File: config.mk
export PLATFORM = sky130hd
export DESIGN_NAME = my_node_info
export DESIGN_NICKNAME = d
export VERILOG_FILES = /design/src/rtl/my_node_info_pkg.sv /design/src/rtl/my_node_info_qcalc.sv /design/src/rtl/my_node_info.sv
export SDC_FILE = /design/constraint.sdc
export NUM_CORES = 1
export LEC_CHECK = 0
export BUFFER_PORTS_ARGS = -buffer_cell sky130_fd_sc_hd__buf_4
export CAP_MARGIN = 25
export CORE_MARGIN = 1
export CORE_UTILIZATION = 25
export DETAILED_ROUTE_END_ITERATION = 10
export GPL_TIMING_DRIVEN = 0
export SLEW_MARGIN = 20
export SYNTH_ARGS = -nofsm -noshare
export SYNTH_HDL_FRONTEND = slang
export SYNTH_SLANG_ARGS = --single-unit
File: constraint.sdc
create_clock -name clk -period 1.3 [get_ports clk]
set_input_delay 0.195 -clock clk [delete_from_list [all_inputs] [get_ports clk]]
set_output_delay 0.195 -clock clk [all_outputs]
set_load 0.005 [all_outputs]
File: src/rtl/my_node_info_pkg.sv
// ============================================================================
// Module : my_node_info_pkg
// Brief  : Shared network constants: packet-type codes and energy costs.
// Rev    : 1.0
// ============================================================================
`default_nettype none

package my_node_info_pkg;

    localparam int PKT_TYPE_W = 3;

    localparam logic [PKT_TYPE_W-1:0] PKT_HB   = 3'b000;
    localparam logic [PKT_TYPE_W-1:0] PKT_CHE  = 3'b001;
    localparam logic [PKT_TYPE_W-1:0] PKT_INV  = 3'b010;
    localparam logic [PKT_TYPE_W-1:0] PKT_CHTS = 3'b100;
    localparam logic [PKT_TYPE_W-1:0] PKT_DATA = 3'b101;

    // Energy costs in Q2.14, consumed by the radio/energy model blocks
    localparam logic [15:0] RX_PKT_NRG = 16'h0004;
    localparam logic [15:0] HOP1_TX    = 16'h0005;
    localparam logic [15:0] HOP4_TX    = 16'h001B;

endpackage

`default_nettype wire

File: src/rtl/my_node_info_qcalc.sv
// ============================================================================
// Module : mni_qcalc
// Brief  : Combinational Q-value: energy / hops, truncated; hops=0 passes energy.
// Rev    : 1.0
// ============================================================================
`default_nettype none

module mni_qcalc #(
    parameter int WIDTH = 16
) (
    input  logic [WIDTH-1:0] energy,
    input  logic [WIDTH-1:0] hops,
    output logic [WIDTH-1:0] q
);

    always_comb begin
        q = energy;
        if (hops != '0) begin
            q = energy / hops;
        end
    end

endmodule

`default_nettype wire

File: src/rtl/my_node_info.sv
// ============================================================================
// Module : my_node_info
// Brief  : Per-node routing/role state updated by strobed packet fields.
// Rev    : 1.0
// ============================================================================
`default_nettype none

module my_node_info
    import my_node_info_pkg::*;
#(
    parameter int              WIDTH   = 16,
    parameter logic [WIDTH-1:0] NODE_ID = 16'h000C
) (
    input  logic                  clk,
    input  logic                  nrst,
    input  logic                  en_MNI,
    input  logic [PKT_TYPE_W-1:0] fPktType,
    input  logic [WIDTH-1:0]      energy,
    input  logic [WIDTH-1:0]      destinationID,
    input  logic [WIDTH-1:0]      hops,
    input  logic [WIDTH-1:0]      timeslot,
    input  logic [WIDTH-1:0]      e_threshold,
    output logic [WIDTH-1:0]      myNodeID,
    output logic [WIDTH-1:0]      hopsFromSink,
    output logic [WIDTH-1:0]      myQValue,
    output logic                  role,
    output logic                  low_E
);

    logic             r_hb_lock;
    logic [WIDTH-1:0] w_q;
    logic             w_dest_match;
    logic             w_low_energy;
    logic             w_unused_timeslot;

    // The slot number is carried by CHTS but intentionally not retained here
    assign w_unused_timeslot = ^timeslot;

    assign myNodeID     = NODE_ID;
    assign w_dest_match = (destinationID == NODE_ID);
    assign w_low_energy = (energy < e_threshold);

    mni_qcalc #(
        .WIDTH (WIDTH)
    ) u_qcalc (
        .energy (energy),
        .hops   (hops),
        .q      (w_q)
    );

    always_ff @(posedge clk or negedge nrst) begin
        if (!nrst) begin
            hopsFromSink <= '1;
            myQValue     <= '0;
            role         <= 1'b0;
            low_E        <= 1'b0;
            r_hb_lock    <= 1'b0;
        end else if (en_MNI) begin
            low_E <= w_low_energy;
            case (fPktType)
                PKT_HB: begin
                    if (!r_hb_lock) begin
                        hopsFromSink <= hops;
                        myQValue     <= w_q;
                        role         <= 1'b0;
                        r_hb_lock    <= 1'b1;
                    end
                end
                PKT_CHE: begin
                    role <= w_dest_match;
                end
                PKT_CHTS: begin
                    if (w_dest_match && !role) begin
                        r_hb_lock    <= 1'b0;
                        hopsFromSink <= hops;
                    end
                end
                PKT_DATA: begin
                    r_hb_lock <= 1'b0;
                end
                default: begin
                end
            endcase
        end
    end

endmodule

`default_nettype wire

==> flow_metrics.tcl <==
set metrics [dict create \
    run_status "complete, but fails checks" \
    failed_checks "negative setup slack" \
    setup-tns-final_ps -176650 \
    ir_drop_mv 0.489 \
    xor_xnor_share_of_the_synthesized_area_pct 6.56 \
    detail_placement_hpwl_um 25400 \
    initial_standard_cell_utilization_of_the_core_pct 25.6 \
    synth_compound_gate_area_share_pct 29.8 \
    fillers 3294 \
    worst-endpoint-required_ps 1470 \
    placed_cells_incl_taps 1793 \
    layout.cells.non_filler 2049 \
    post_synthesis_instance_area_um2 8950 \
    yosys.area.top_type_share_pct 21.3 \
    finalHoldViolCount 0 \
    clockRootBuffer "sky130_fd_sc_hd__clkbuf_16" \
    synth_cell_type_count 83 \
    holdCritPathClass "input port to flop" \
    syn_to_final_growth_pct 70.9 \
    layout-drive-gt1-share_pct 47.2 \
    synth.area.mux_share_pct 4.59 \
    startpoint_type "input port" \
    syn-instance-count 1221 \
    fin_ws_ps -23110 \
    cts-buffers-inserted 5 \
    most_used_standard_cell_by_instance_count_after_synthesis "sky130_fd_sc_hd__ha_1" \
    global_route.usage.total_pct 19.2 \
    critical_path_arrival_ps 24570 \
    antenna_violations_before_repair 0 \
    async_reset_ff_share_pct 100 \
    detail_route.drc_violations 0 \
    global_route_wire_length_before_repair_um 55600 \
    postSynth.topFlopCell "sky130_fd_sc_hd__dfrtp_1" \
    floorplan.io_pins 136 \
    cts.htree.levels 2 \
    post_drt_via_cell_ratio 5.48 \
    rows 68 \
    synth-seq-area-share_pct 10.0 \
    finalSetupViolCount 33 \
    detailroute.via_count 11200 \
    worstMarginPinSlew_ps 1120 \
    tritoncts "built" \
    critical-path-top-delay-family "compound AO/OA/AOI/OAI gates" \
    netlist_top_cells_area "sky130_fd_sc_hd__ha_1, sky130_fd_sc_hd__a21oi_1, sky130_fd_sc_hd__dfrtp_1, sky130_fd_sc_hd__dfstp_2, sky130_fd_sc_hd__nand2_1" \
    crit_type "input port to flop" \
    crit_path_top_delay_cell "sky130_fd_sc_hd__or4_4" \
    power_per_cell_area_nw_per_um2 620 \
    critPathBufInv 15 \
    timing.fmax_mhz 41.0 \
    cts.sink_count 35 \
    unrepaired_setup_endpoints_after_global_routing "yes" \
    final_gp_congestion 0.903 \
    die_height_um 191 \
    drt-initial-drc-count 795 \
    period_needed_ps 24410 \
    placement.setup.worst_slack_ps -26840 \
    final_min_period_over_clock_period_pct 1880 \
    slew_viol_final 0 \
    fp.dieW_um 191 \
    worstSkewPairLatency_ps 280 \
    final_antenna_net_count 0 \
    total_power_uw 9470 \
    numPortBuffers 103 \
    worst_clock_skew_ps 4.92 \
    combinational_family_with_the_most_area_after_synthesis "compound AO/OA/AOI/OAI gates" \
    syn_area_per_cell_um2 7.33 \
    antenna_cells 0 \
    wl_um 38700 \
    cp_max_fo 8 \
    leakage_uw 0.00665 \
    cts.reportedPaths.clkPinSlew_ps 50 \
    crit_path_frequent_cell "sky130_fd_sc_hd__ha_4" \
    core-area_um2 34900 \
    cts.path.max_buffers 2 \
    die_area_um2 36500 \
    postLayoutCoreUtil_pct 43.8 \
    yosys_warnings 0 \
    end_kind "flop" \
    timing.slew.headroom_pct 25.0 \
    drv_cap 0 \
    wire_per_inst_um 18.9 \
    finalNetCount 1831 \
    grt_max_degree 36 \
    synthSimpleGateAreaFrac_pct 21.8 \
    synth_common_cells "sky130_fd_sc_hd__ha_1, sky130_fd_sc_hd__nand2_1, sky130_fd_sc_hd__a21oi_1, sky130_fd_sc_hd__nor2_1, sky130_fd_sc_hd__o21ai_0" \
    first_global_vias 10600 \
    synth_top_cell_by_area "sky130_fd_sc_hd__ha_1" \
    post_synth_edffs 0 \
    yosys_register_bits 35 \
    grt-ovfl-total 0 \
    drt_first_pass_iters 6 \
    timing.critical_path.slowest_cell_delay_ps 440 \
    yosys.area_share.adder_pct 21.3 \
]
state kept, by name, indices dropped and copies added, names as in the netlist:
| signal | flops |
|---|---|
| low_E | 1 |
| role | 1 |
| r_hb_lock | 1 |
| myQValue | 16 |
| hopsFromSink | 16 |
where the power goes:
part	internal, uW	total [uW]	switching, uW
combinational	3410	7020	3600
clock	707	1130	427
sequential	1240	1320	79.0
total	5360	9470	4110
final timing paths:
path / from / end / slack [ps] / cells after the start
min in group asynchronous: nrst / r_hb_lock$_DFFE_PN0P_ / 420 / 2
max in group asynchronous: nrst / hopsFromSink[1]$_DFFE_PN1P_ / 550 / 2
worst min register to register: hopsFromSink[6]$_DFFE_PN1P_ / hopsFromSink[6]$_DFFE_PN1P_ / 470 / 2
worst min-delay path: en_MNI / r_hb_lock$_DFFE_PN0P_ / 180 / 2
worst max register to register: r_hb_lock$_DFFE_PN0P_ / hopsFromSink[1]$_DFFE_PN1P_ / -110 / 4
worst max-delay path: hops[13] / myQValue[0]$_DFFE_PN0P_ / -23110 / 122
stage by stage:
stage               instance area (um^2)  hold slack, ps
global placement                   11000             170
CTS                                14100             166
finish                             15300             180
global route                       15300             191
floorplan                           9680            -101
detailed placement                 11000             173
metal layers:
| layer | wire length (um) | vias up | share of wire, % | track usage, % |
|---|---|---|---|---|
| met5 | 0 | - | 0 | 0 |
| met4 | 1530 | 0 | 4.0 | 6.53 |
| met1 | 16100 | 5376 | 42 | 24.1 |
| met2 | 18900 | 447 | 49 | 33.9 |
| li1 | - | 5291 | - | - |
| met3 | 2090 | 115 | 5.4 | 1.84 |
placed cells by master (no fill, tap or decap), types with 17 or more instances in the layout:
cell                       count
sky130_fd_sc_hd__a21o_1       35
sky130_fd_sc_hd__a21oi_1      56
sky130_fd_sc_hd__a21oi_2      36
sky130_fd_sc_hd__buf_4       303
sky130_fd_sc_hd__buf_6        52
sky130_fd_sc_hd__buf_8        23
sky130_fd_sc_hd__clkbuf_1     17
sky130_fd_sc_hd__dfrtp_1      19
sky130_fd_sc_hd__ha_1        105
sky130_fd_sc_hd__ha_4         42
sky130_fd_sc_hd__inv_1        56
sky130_fd_sc_hd__nand2_1      86
sky130_fd_sc_hd__nand2_2      17
sky130_fd_sc_hd__nand3_1      25
sky130_fd_sc_hd__nor2_1       83
sky130_fd_sc_hd__nor3_1       31
sky130_fd_sc_hd__o211ai_1     21
sky130_fd_sc_hd__o21a_1       27
sky130_fd_sc_hd__o21ai_0      23
sky130_fd_sc_hd__o21ai_1      33
sky130_fd_sc_hd__o21ai_2      22
sky130_fd_sc_hd__xnor2_1      36
sky130_fd_sc_hd__xor2_1       29
kinds of logic after synthesis:
logic type / after synthesis
multiplexers: 38
AND/OR/NAND/NOR: 401
AO/OA/AOI/OAI: 404
other: 2
buffers and inverters: 122
adder cells (fa/ha/maj): 152
XOR/XNOR: 67
flip-flops: 35
cell type report:
class                      instances  area, um^2  area share [%]
multi-input combinational       1078        9920            64.9
timing repair buffer             353        2960            19.4
sequential                        35         896            5.86
tap                              455         569            3.72
buffer                            56         543            3.55
inverter                          64         264            1.73
clock buffer                       7         133           0.868
clock inverter                     1        5.00          0.0327
repair_timing:
| action | 4_1_cts | 5_1_grt |
|---|---|---|
| endpoints found under the setup margin | 33 | 34 |
| gates resized for setup | 303 | 160 |
| gates cloned | 7 | 0 |
| hold buffers | 1 | 0 |
| pin swaps | 156 | 127 |
| setup buffers | 175 | 73 |
| hold endpoints to repair | 19 | 0 |
(Power assumes the default switching activity.)
